## config.mk

```make
export PLATFORM = sky130hd
export DESIGN_NAME = axi_stream_read_responder
export DESIGN_NICKNAME = d
export VERILOG_FILES = /design/src/rtl/axi_stream_read_responder.sv
export SDC_FILE = /design/constraint.sdc
export NUM_CORES = 1
export LEC_CHECK = 0
export ABC_AREA = 1
export CORE_AREA = 2 2 458 460
export DETAILED_ROUTE_END_ITERATION = 16
export DIE_AREA = 0 0 460 462
export GPL_TIMING_DRIVEN = 0
export REMOVE_ABC_BUFFERS = 1
export SLEW_MARGIN = 20
export SYNTH_ARGS = -nofsm -noshare
export SYNTH_HDL_FRONTEND = slang
export SYNTH_SLANG_ARGS = --single-unit
export TNS_END_PERCENT = 1
```

## constraint.sdc

```tcl
create_clock -name clock -period 6.6 [get_ports clock]
set_input_delay 0.66 -clock clock [delete_from_list [all_inputs] [get_ports clock]]
set_output_delay 0.66 -clock clock [all_outputs]
set_load 0.02 [all_outputs]
```

## src/rtl/axi_stream_read_responder.sv

```systemverilog
// axi_stream_read_responder: serves queued AXI4 AR requests with arlen+1 beats of stream data each.
module axi_stream_read_responder #(
  parameter int DATA_WIDTH = 512,
  parameter int ID_WIDTH   = 16,
  parameter int AR_DEPTH   = 4
) (
  input  logic                  clock,
  input  logic                  reset,
  input  logic [ID_WIDTH-1:0]   s_axi_arid,
  input  logic [63:0]           s_axi_araddr,
  input  logic [7:0]            s_axi_arlen,
  input  logic [2:0]            s_axi_arsize,
  input  logic                  s_axi_arvalid,
  output logic                  s_axi_arready,
  output logic [ID_WIDTH-1:0]   s_axi_rid,
  output logic [DATA_WIDTH-1:0] s_axi_rdata,
  output logic [1:0]            s_axi_rresp,
  output logic                  s_axi_rlast,
  output logic                  s_axi_rvalid,
  input  logic                  s_axi_rready,
  input  logic [DATA_WIDTH-1:0] s_axis_tdata,
  input  logic                  s_axis_tvalid,
  output logic                  s_axis_tready,
  output logic [31:0]           bursts_done,
  output logic                  size_err
);
  localparam int AW = $clog2(AR_DEPTH);
  localparam logic [2:0] SIZE = 3'($clog2(DATA_WIDTH / 8));
  typedef enum logic {IDLE, BURST} state_t;
  state_t r_state, w_next;
  logic [ID_WIDTH-1:0] r_fifo_id [AR_DEPTH];
  logic [7:0]          r_fifo_len [AR_DEPTH];
  logic                r_fifo_bad [AR_DEPTH];
  logic [AW:0]         r_wptr, r_rptr;
  logic [ID_WIDTH-1:0] r_cur_id;
  logic [7:0]          r_cur_len, r_beat_cnt;
  logic                r_cur_bad;
  logic                w_full, w_empty, w_push, w_pop, w_busy, w_hs, w_last, w_unused;
  assign w_unused = ^s_axi_araddr;
  // Extra pointer bit distinguishes full from empty when the indices match.
  assign w_full  = (r_wptr[AW] != r_rptr[AW]) && (r_wptr[AW-1:0] == r_rptr[AW-1:0]);
  assign w_empty = r_wptr == r_rptr;
  assign s_axi_arready = !w_full && !reset;
  assign w_push = s_axi_arvalid && s_axi_arready;
  assign w_pop  = r_state == IDLE && !w_empty;
  assign w_busy = r_state == BURST && !reset;
  assign s_axi_rvalid  = w_busy && s_axis_tvalid;
  assign s_axis_tready = w_busy && s_axi_rready;
  assign s_axi_rdata   = s_axis_tdata;
  assign s_axi_rid     = r_cur_id;
  assign s_axi_rresp   = r_cur_bad ? 2'd2 : 2'd0;
  assign s_axi_rlast   = w_busy && r_beat_cnt == r_cur_len;
  assign w_hs   = s_axi_rvalid && s_axi_rready;
  assign w_last = w_hs && s_axi_rlast;
  always_ff @(posedge clock)
    if (w_push) begin
      r_fifo_id[r_wptr[AW-1:0]]  <= s_axi_arid;
      r_fifo_len[r_wptr[AW-1:0]] <= s_axi_arlen;
      r_fifo_bad[r_wptr[AW-1:0]] <= s_axi_arsize != SIZE;
    end
  always_ff @(posedge clock)
    if (reset) begin
      r_wptr      <= '0;
      r_rptr      <= '0;
      r_cur_id    <= '0;
      r_cur_len   <= '0;
      r_cur_bad   <= 1'b0;
      r_beat_cnt  <= '0;
      bursts_done <= '0;
      size_err    <= 1'b0;
    end else begin
      if (w_push) r_wptr <= r_wptr + 1'b1;
      if (w_pop) begin
        r_rptr     <= r_rptr + 1'b1;
        r_cur_id   <= r_fifo_id[r_rptr[AW-1:0]];
        r_cur_len  <= r_fifo_len[r_rptr[AW-1:0]];
        r_cur_bad  <= r_fifo_bad[r_rptr[AW-1:0]];
        r_beat_cnt <= '0;
      end else if (w_hs) r_beat_cnt <= r_beat_cnt + 1'b1;
      if (w_last) bursts_done <= bursts_done + 1'b1;
      if (w_push && s_axi_arsize != SIZE) size_err <= 1'b1;
    end
  always_ff @(posedge clock) r_state <= reset ? IDLE : w_next;
  always_comb begin
    w_next = r_state;
    if (r_state == IDLE) w_next = w_empty ? IDLE : BURST;
    else w_next = w_last ? IDLE : BURST;
  end
endmodule

```

# [After elaboration in Yosys (flattened, before gate mapping)]
# Memories as Yosys holds them, arrays and structs flattened. A register that Yosys moved wholly into a read port is not among the register bits.
# Index checks and enable logic that the tools add are counted.
[op_classes] n_addsub=4 mul=0 div_mod_pow=0 n_lt_le_gt_ge=0 n_eq_ne=5 n_shift=0 mux=6 n_bitwise=1 n_reduce_logical=15
[ops] operator="32-bit by 1-bit adder with 32-bit output, second input constant" n=1
[ops] operator="1-bit logical AND" n=11
[ops] operator="8-bit by 1-bit adder with 8-bit output, second input constant" n=1
[ops] operator="8-bit equality test" n=1
[ops] operator="3-bit by 1-bit adder with 3-bit output, second input constant" n=2
[ops] operator="1-bit 2-to-1 mux" n=5
[ops] operator="3-bit equality test" n=1
[ops] operator="1-bit zero test" n=3
[ops] operator="3-bit != test, second input constant" n=1
[ops] operator="2-bit equality test" n=1
[ops] operator="2-bit 2-to-1 mux" n=1
[ops] operator="2-bit OR reduction" n=1
[ops] operator="1-bit != test" n=1
[ops] operator="1-bit NOT" n=1
[word_totals] register_bits=48 latchBits=0 ram_bits=100 rom_bits=0 in_bits=608 output_inout_bits=567 wordCells=40 memories=3
[mem_list] name="r_fifo_id" depth=4 width=16 read_ports=1 rd_clocked_by_memory_dff=1 write_ports=1 line_no="31" rtl="logic [ID_WIDTH-1:0] r_fifo_id [AR_DEPTH];"
[mem_list] name="r_fifo_len" depth=4 width=8 read_ports=1 rd_clocked_by_memory_dff=1 write_ports=1 line_no="32" rtl="logic [7:0] r_fifo_len [AR_DEPTH];"
[mem_list] name="r_fifo_bad" depth=4 width=1 read_ports=1 rd_clocked_by_memory_dff=1 write_ports=1 line_no="33" rtl="logic r_fifo_bad [AR_DEPTH];"

# [Depth between registers and ports, before layout]
# Gate-level depths: netlist of the first run.
[depth] depth_word=7 ltp_mapped=10 mapped_depth_nobuf=10

# [Least setup slack after synthesis of the first run]
# Ideal clock, no wire load.
[synth_timing] path_type="register to register" from="reg r_rptr[0]" to="mem r_fifo_bad[0] (enable)" setup_time_ns=0.407 t_arrival_ns=2.064 required_time_ns=6.193 setup_slack_ns=4.129 stages_incl_launch_ff=7 path_buffers=1 synth_period_minus_slack_ns=2.471 cell_sequence="dfxtp_1 buf_2 xor2_1 nor2_1 nand2_1 nand3_1 nor2_1"
[synth_via] elab_chain_len=7
[synth_rtl] item="start, declared" line_no="34" rtl="logic [AW:0] r_wptr, r_rptr;"
[synth_rtl] item="start signal, assigned" line_no="74" rtl="r_rptr <= r_rptr + 1'b1;"
[synth_rtl] item="2-bit equality test" line_no="41" rtl="assign w_full = (r_wptr[AW] != r_rptr[AW]) && (r_wptr[AW-1:0] == r_rptr[AW-1:0]);"
[synth_rtl] item="1-bit logical AND" line_no="41"
[synth_rtl] item="1-bit zero test" line_no="43" rtl="assign s_axi_arready = !w_full && !reset;"
[synth_rtl] item="1-bit logical AND" line_no="43"
[synth_rtl] item="1-bit logical AND" line_no="44" rtl="assign w_push = s_axi_arvalid && s_axi_arready;"
[synth_rtl] item="1-bit 2-to-1 mux" line_no="56" rtl="if (w_push) begin"
[synth_rtl] item="1-bit 2-to-1 mux (implied by the code)" line_no="59" rtl="r_fifo_bad[r_wptr[AW-1:0]] <= s_axi_arsize != SIZE;"
[synth_rtl] item="end, declared" line_no="33"
# No other way between the ends.

# [Worst setup path in the final report of the first run]
[layout_timing] from="in reset" to="out s_axi_rlast"
[layout_via] elab_chain_len=3
[layout_rtl] item="start, declared" line_no="8" rtl="input logic reset,"
[layout_rtl] item="1-bit zero test" line_no="46" rtl="assign w_busy = r_state == BURST && !reset;"
[layout_rtl] item="1-bit logical AND" line_no="46"
[layout_rtl] item="1-bit logical AND" line_no="52" rtl="assign s_axi_rlast = w_busy && r_beat_cnt == r_cur_len;"
[layout_rtl] item="end, declared" line_no="18" rtl="output logic s_axi_rlast,"
# No other way between the ends.

==> results of run 1 <==
[stage by stage]
step | utilization (%) | instance area [sq um] | hold slack (ns) | power [W] | cells
2_1_floorplan | - | 7200 | 0.454 | 0.00175 | 774
3_3_place_gp | 5.50 | 11500 | 0.439 | 0.00205 | 3579
3_5_place_dp | 5.59 | 11600 | 0.450 | 0.00210 | 3586
4_1_cts | 5.89 | 12300 | 0.461 | 0.00327 | 3618
5_1_grt | 5.90 | 12300 | 0.485 | 0.00338 | 3619
6_report | 5.90 | 12300 | 0.459 | 0.00325 | 3619
[worst max-delay path, cell delays in order]
cell and delay, ns:
clkdlybuf4s50_1 0.56, inv_4 0.64, nand2_2 0.20, nor2_1 0.19, nand3_2 0.14, nor2_4 0.20
buf_12 0.19, clkdlybuf4s50_1 0.84
[kinds of logic (layout without fill, tap and decap cells)]
kind of cell | count (synthesis) | in the layout | share of synthesized area, %
other | 1 | 2 | 0.0334
XOR/XNOR | 8 | 8 | 0.624
AO/OA/AOI/OAI | 127 | 127 | 5.96
AND/OR/NAND/NOR | 406 | 406 | 15.2
adder cells (fa/ha/maj) | 7 | 7 | 0.780
buffers and inverters | 601 | 176 | 37.6
flip-flops | 173 | 173 | 39.8
[worst paths after layout]
check,endpoint,slack (ns),cells past startpoint,startpoint
worst min register to register,size_err,0.46,2,size_err
worst max-delay path,s_axi_rlast,2.28,8,reset
worst max register to register,r_fifo_len[3][2],3.95,6,r_rptr[1]
worst min-delay path,size_err,0.46,2,size_err
[state kept, by name (all words and copies together), names as in the netlist]
signal       flops
bursts_done     32
r_beat_cnt       8
r_cur_bad        1
r_cur_len        8
r_fifo_bad       4
r_fifo_id       64
r_fifo_len      32
r_rptr           3
r_state          1
r_wptr           3
s_axi_rid       16
size_err         1
[power breakdown]
group	switching [W]	total (W)	internal, W
Sequential	0.0000877	0.00132	0.00123
Clock	0.000644	0.00117	0.000530
Combinational	0.000482	0.000751	0.000269
Total	0.00121	0.00325	0.00203
[cells in the final DEF, fill, tap and decap left out, types with 6 or more instances in the layout]
master and instances:
a21oi_1 40, buf_12 6, clkbuf_16 17, clkdlybuf4s50_1 85
dfxtp_1 71, edfxtp_1 100, ha_1 7, inv_1 49
nand2_1 160, nand3_1 61, nand4_1 17, nor2_1 147
nor2_4 6, nor3_1 6, o21ai_0 60, o22ai_1 25
xor2_1 6
[metal layers]
| layer | vias up | GRT usage [%] |
|---|---|---|
| li1 | 2889 | - |
| met1 | 3758 | 3.81 |
| met2 | 2270 | 55.0 |
| met3 | 388 | 40.5 |
| met4 | 76 | 31.7 |
| met5 | - | 19.8 |
[final cells by class]
cell class	instances	area [sq um]	share of cell area, %
antenna	1	2.50	0.0204
clock buffer	17	425	3.47
clock inverter	15	206	1.68
inverter	52	198	1.61
multi-input combinational	549	2570	20.9
sequential	173	4470	36.4
tap	2720	3400	27.7
timing repair buffer	92	998	8.14
==> summary.txt, run 1 <==
Row Count = 168
Routed vias/inst = 2.59
Nets = 1,500
Max Buffers Root-to-Sink = 2
Mapped Cells = 1,323
DRT antenna net count = 0
Clk root buf = clkbuf_16
Layout area overhead = 9.26%
EDFF count, synth = 100
Fin crit share = 65.4%
Fmax = 232 MHz
Post-synth ARST share = 0%
Synth unique cells = 33
Setup crit start kind = primary input
Layout cells sized above 1 = 6.24%
First DRT Iteration DRCs = 1,027
Primary FF master, synth = edfxtp_1
Chip Width = 460 microns
Critical path data arrival time = 3.66 ns
RSZ-0062 raised after global routing = no
Min setup slack post-route = 2.28 ns
Global Route Usage Sum = 29.9%
Wire per inst = 90.8 microns
Die Y = 462 microns
Via count = 9,381
Seq/Total Area, Yosys = 39.8%
Wirelength, routed = 329 mm
DP HPWL = 319 mm
FF+latch count, synth = 173
Final clock skew = 0.0289 ns
Worst path required time = 5.94 ns
Core ar. = 208,000 sq um
Hold Path Class = flop to flop
Clock transition at path regs = 0.08 ns
Leakage = 3.31 nW
First-pass DRT Iterations = 7
Status = completed
Post-CTS Hold Fix Bufs = 0
Boundary pin count = 1,175
Yosys top cell area share = 34.8%
Global-route wire length before repair = 342 mm
Post-CTS Setup Inserts = 0
Number of synthesis warnings = 0
DRC viols = 0
GP Congestion = 1.31
Pwr Density = 265 nW/um^2
VDD IR max = 177 uV
Die ar. = 213,000 sq um
Largest net degree at the start of global routing = 62
Overflow after GRT = 0
Number of port buffers = 85
Crit end category = output port
Wire length on met3 = 93.7 mm
Mapped cell area = 11,200 sq um
Area leader, netlist = buf_4
H-tree levels = 4
Worst skew pair latency = 0.48 ns
Syn avg cell area = 8.49 sq um
Synth cell count leaders = 520 x buf_4, 160 x nand2_1, 151 x nor2_1
Max-cap violations = 0
TritonCTS clock tree = built
Final setup viols = 0
Num CTS Buffers = 17
Slew @ Worst Pin = 0.911 ns
Initial core utilization = 5.40%
Fillers = 24,434
DP Worst Slack = 2.23 ns
Kind of critical path = primary input to output port
Clock sink total = 173
Worst slew margin = 39.2%
Synth area leaders = buf_4 35%, edfxtp_1 27%, dfxtp_1 13%, nand2_1 5.3%, nor2_1 5.0%
Crit path time final = 4.32 ns
WL met2 = 169 mm
Vias in the first global route = 6,996
Final Hold Viols = 0
Top Layer Used = met5
Initial antenna violation count = 10
Post-CTS resize count = 0
Max-slew violations = 0
Crit Path Max Fanout = 61
Cell with the most instances after synthesis = buf_4
WL met1 = 17.1 mm
Setup TNS = 0 ns
(Power assumes the default switching activity.)
==> inputs of run 2 (changes only) <==
--- a/config.mk
+++ b/config.mk
@@ -6,9 +6,9 @@
 export NUM_CORES = 1
 export LEC_CHECK = 0
 export ABC_AREA = 1
-export CORE_AREA = 2 2 458 460
+export CORE_AREA = 2 2 454 456
 export DETAILED_ROUTE_END_ITERATION = 16
-export DIE_AREA = 0 0 460 462
+export DIE_AREA = 0 0 456 458
 export GPL_TIMING_DRIVEN = 0
 export REMOVE_ABC_BUFFERS = 1
 export SLEW_MARGIN = 20
==> constraint.sdc (replaced) <==
create_clock -name clock -period 4 [get_ports clock]
set_input_delay 0.4 -clock clock [delete_from_list [all_inputs] [get_ports clock]]
set_output_delay 0.4 -clock clock [all_outputs]
set_load 0.02 [all_outputs]
==> summary.txt, run 2 (synthesized netlist as in run 1, its figures left out) <==
Wirelength, routed = 329 mm
Clock sink total = 173
Worst path max stage delay = 0.82 ns
Setup TNS = 0 ns
Num CTS Buffers = 17
Crit end category = output port
Met2 Use GR = 60.6%
First DRT Iteration DRCs = 1,249
Max-slew violations = 0
Global-route wire length before repair = 346 mm
Row Count = 166
Number of port buffers = 85
Hold Path Class = flop to flop
WP buf/inv = 4
Kind of critical path = primary input to output port
Final setup viols = 0
Delay-heaviest family, CP = buffers and inverters
Overflow after GRT = 0
Fillers = 23,815
CP Cell Sequence = clkdlybuf4s50_1 > inv_4 > nand2_2 > nor2_1 > nand3_2 > nor2_4 > buf_12 > clkdlybuf4s50_1
Initial antenna violation count = 13
First-pass DRT Iterations = 5
Layout area overhead = 8.87%
DP HPWL = 319 mm
Layout cells sized above 1 = 6.24%
Global Route Usage Sum = 30.6%
Met3 GRT Util = 42.8%
Final Cell Area = 12,200 sq um
H-tree levels = 4
Slew @ Worst Pin = 0.911 ns
Fin crit share = 93.8%
Register area = 4470 sq um
Worst slew margin = 39.2%
Final Hold Viols = 0
Via count = 9,661
Clock transition at path regs = 0.08 ns
Cell at the slowest stage of the critical path = clkdlybuf4s50_1
Leakage = 3.32 nW
Commonest non-fill, non-tap cell in the layout = nand2_1
VDD IR max = 310 uV
Clk root buf = clkbuf_16
Wire per inst = 91.7 microns
Vias in the first global route = 7,096
TritonCTS clock tree = built
Dpl cell area = 11,600 sq um
Die Y = 458 microns
Max-cap violations = 0
Worst path required time = 3.60 ns
RSZ-0062 raised after global routing = no
Nets = 1,500
Pwr Density = 437 nW/um^2
DRT antenna net count = 0
Met1 Use GR = 2.39%
Chip Width = 456 microns
Post-CTS Hold Fix Bufs = 0
Cell repeated most along the worst path = clkdlybuf4s50_1
Post-CTS resize count = 0
Routed vias/inst = 2.69
GP Congestion = 1.32
Crit Path Max Fanout = 61
Largest net degree at the start of global routing = 62
Boundary pin count = 1,175
Die ar. = 209,000 sq um
Post-CTS Setup Inserts = 0
Critical path data arrival time = 3.35 ns
Setup crit start kind = primary input
Fmax = 267 MHz
Multi-input logic area = 2570 sq um
DRC viols = 0
GR peak layer = met2
Status = completed
Commonest non-fill, non-tap cells in the layout = 160 x nand2_1, 147 x nor2_1, 100 x edfxtp_1
Max reg flops = 64
Core ar. = 204,000 sq um
Crit path time final = 3.75 ns
Max Buffers Root-to-Sink = 2
Worst skew pair latency = 0.50 ns
Final clock skew = 0.0251 ns
Initial core utilization = 5.51%
## run 2: changes by cell type in the layout (fill, tap and decap cells not counted)
cell and change:
inv_4 +1, buf_12 -2, inv_12 -4, buf_16 +2, inv_8 +3, clkinv_2 +1
clkinvlp_4 -2, clkinv_8 +1, clkinv_4 +1, inv_6 -1
## run 2: tightest hold or removal path: cells and delay by family (launching register included)
kind                   cells  cell delay, ns
AO/OA/AOI/OAI              1            0.05
buffers and inverters      1            0.04
flip-flops                 1            0.32
## run 2: cell type report
cell class | count | share of cell area, %
well taps | 2688 | 27.5
clock inverters | 15 | 1.54
diodes | 1 | 0.0205
multi-input cells | 549 | 21.0
clock buffers | 17 | 3.48
repair buffers | 92 | 8.29
inverters | 52 | 1.62
flip-flops and latches | 173 | 36.5
## run 2: path summary, 6_finish.rpt
check                               startpoint  cells past startpoint              end  slack, ns
worst max-delay path                     reset                      8      s_axi_rlast       0.25
worst min-delay path                  size_err                      2         size_err       0.46
worst max register to register  bursts_done[0]                     10  bursts_done[22]       1.20
worst min register to register        size_err                      2         size_err       0.46
## run 2: metal layers
layer	vias up	part of all wire, %
li1	2901	-
met5	-	2.5
met4	88	9.0
met3	261	29
met2	2525	56
met1	3886	3.5
## run 2: power by group
group	internal, W	switching, W	leakage (nW)
registers	0.00204	0.000155	1.50
logic	0.000447	0.000784	1.52
clock network	0.000858	0.00106	0.299
total	0.00334	0.00200	3.32
## run 2: per-stage QoR
step	power [W]	util, %	setup slack, ns	hold slack, ns	std cells
floorplan	0.00289	-	0.872	0.454	774
global placement	0.00338	5.60	-0.788	0.439	3547
detailed placement	0.00346	5.70	0.260	0.447	3554
CTS	0.00539	6.00	0.251	0.459	3586
global route	0.00556	6.00	0.145	0.483	3587
finish	0.00534	6.00	0.249	0.457	3587
==> inputs of run 3 (changes only) <==
--- a/config.mk
+++ b/config.mk
@@ -9,7 +9,7 @@
 export CORE_AREA = 2 2 454 456
 export DETAILED_ROUTE_END_ITERATION = 16
 export DIE_AREA = 0 0 456 458
-export GPL_TIMING_DRIVEN = 0
+export MAX_ROUTING_LAYER = met4
 export REMOVE_ABC_BUFFERS = 1
 export SLEW_MARGIN = 20
 export SYNTH_ARGS = -nofsm -noshare
==> summary.txt, run 3 (synthesized netlist as in run 1, its figures left out) <==
Wirelength, routed = 329 mm
Crit Path Max Fanout = 58
DP Worst Slack = 0.822 ns
Fillers = 23,853
Worst skew pair latency = 0.49 ns
Pwr Density = 436 nW/um^2
Slew @ Worst Pin = 0.915 ns
TritonCTS clock tree = built
Leakage = 3.29 nW
Flop-to-flop setup slack = 1.36 ns
Clock sink total = 173
Crit path time final = 2.96 ns
Status = completed
Commonest non-fill, non-tap cells in the layout = 160 x nand2_1, 147 x nor2_1, 100 x edfxtp_1
Kind of critical path = primary input to output port
Post-CTS Hold Fix Bufs = 0
H-tree levels = 4
Setup crit start kind = primary input
Hold Path Class = flop to flop
Hold-critical path depth = 2
Overflow after GRT = 0
Fmax = 338 MHz
Final clock skew = 0.0350 ns
Max-cap violations = 0
RSZ-0062 raised after global routing = no
Num CTS Buffers = 17
Fin crit share = 73.9%
End point of the worst hold path = size_err
Global-route wire length before repair = 346 mm
Number of port buffers = 85
Initial antenna violation count = 14
Max Buffers Root-to-Sink = 2
DRT antenna net count = 0
Commonest non-fill, non-tap cell in the layout = nand2_1
Post-CTS resize count = 0
Nets = 1,501
Critical path data arrival time = 2.56 ns
First DRT Iteration DRCs = 953
Min setup slack post-route = 1.04 ns
Global Route Usage Sum = 31.5%
Hold Path Origin = size_err
Worst path max stage delay = 0.60 ns
RR Endpoint = bursts_done[30]
Clock transition at path regs = 0.07 ns
Routed vias/inst = 2.66
Layout area overhead = 7.74%
R2r worst-path depth = 10
Via count = 9,559
Clk root buf = clkbuf_16
Chip Width = 456 microns
VDD IR max = 318 uV
Max-slew violations = 0
Vias in the first global route = 7,261
Die Y = 458 microns
Die ar. = 209,000 sq um
Row Count = 166
First-pass DRT Iterations = 6
Setup TNS = 0 ns
Boundary pin count = 1,175
Worst slew margin = 38.9%
Cell at the slowest stage of the critical path = buf_4
Wire per inst = 91.6 microns
Final Hold Viols = 0
Core ar. = 204,000 sq um
Initial core utilization = 5.51%
Largest net degree at the start of global routing = 62
GP Congestion = 1.35
Layout cells sized above 1 = 6.12%
Final setup viols = 0
Crit end category = output port
CP Cell Sequence = clkdlybuf4s50_1 > inv_4 > buf_4 > nand2_1 > inv_1 > clkdlybuf4s50_1
DRC viols = 0
Max reg flops = 64
Post-CTS Setup Inserts = 0
DP HPWL = 319 mm
Cell repeated most along the worst path = clkdlybuf4s50_1
Worst path required time = 3.60 ns
Worst r2r src = bursts_done[1]
## run 3: cell count changes in the layout (fill, tap and decap cells not counted), moves of 2 or more
cell     before  now
nor2_4        6    2
dfxtp_2       2    0
dfxtp_1      71   73
nor2_2        1    5
buf_16        3    0
buf_4         0    8
buf_12        4    0
## run 3: worst max-delay path by stage
stage	slack, ns	start	endpoint	depth (start not counted)
global route	0.94	reset	s_axi_arready	6
finish	1.04	reset	s_axi_arready	6
global placement	0.85	reset	r_fifo_id[3][4]	6
detailed placement	0.82	reset	r_fifo_id[0][13]	6
CTS	1.02	reset	s_axi_rlast	7
floorplan	0.87	r_rptr[0]	r_fifo_bad[0]	5
## run 3: metrics by stage
| stage | power (W) | utilization (%) | instances | cell area (sq um) | hold slack [ns] |
|---|---|---|---|---|---|
| final | 0.00527 | 5.94 | 3589 | 12100 | 0.454 |
| after global routing | 0.00549 | 5.94 | 3589 | 12100 | 0.494 |
| after CTS | 0.00533 | 5.94 | 3587 | 12100 | 0.453 |
| after detailed placement | 0.00342 | 5.64 | 3555 | 11500 | 0.443 |
| after global placement | 0.00340 | 5.64 | 3555 | 11500 | 0.440 |
| after floorplan | 0.00289 | - | 774 | 7200 | 0.454 |
## run 3: worst max-delay path, delay by kind of cell
| family | cells | cell delay (ns) |
|---|---|---|
| buf+inv | 5 | 2.02 |
| simple gates | 1 | 0.12 |
## run 3: layout make-up
cell class / count / area [sq um] / area share, %
antenna: 2 / 5.00 / 0.0414
clock buffer: 17 / 425 / 3.52
clock inverter: 15 / 184 / 1.52
inverter: 52 / 198 / 1.63
multi-input combinational: 549 / 2550 / 21.1
sequential: 173 / 4460 / 36.9
tap: 2688 / 3360 / 27.8
timing repair buffer: 93 / 911 / 7.53
## run 3: routing by layer
metal	GRT usage, %	share of wire, %
met4	28.6	11
met3	41.3	28
met2	57.8	53
met1	5.55	7.2
met5	-	0
## run 3: power breakdown
group	leakage [nW]	internal, W	switching, W
logic	1.49	0.000411	0.000835
registers	1.50	0.00203	0.0000905
clock network	0.294	0.000857	0.00104
total	3.29	0.00330	0.00197
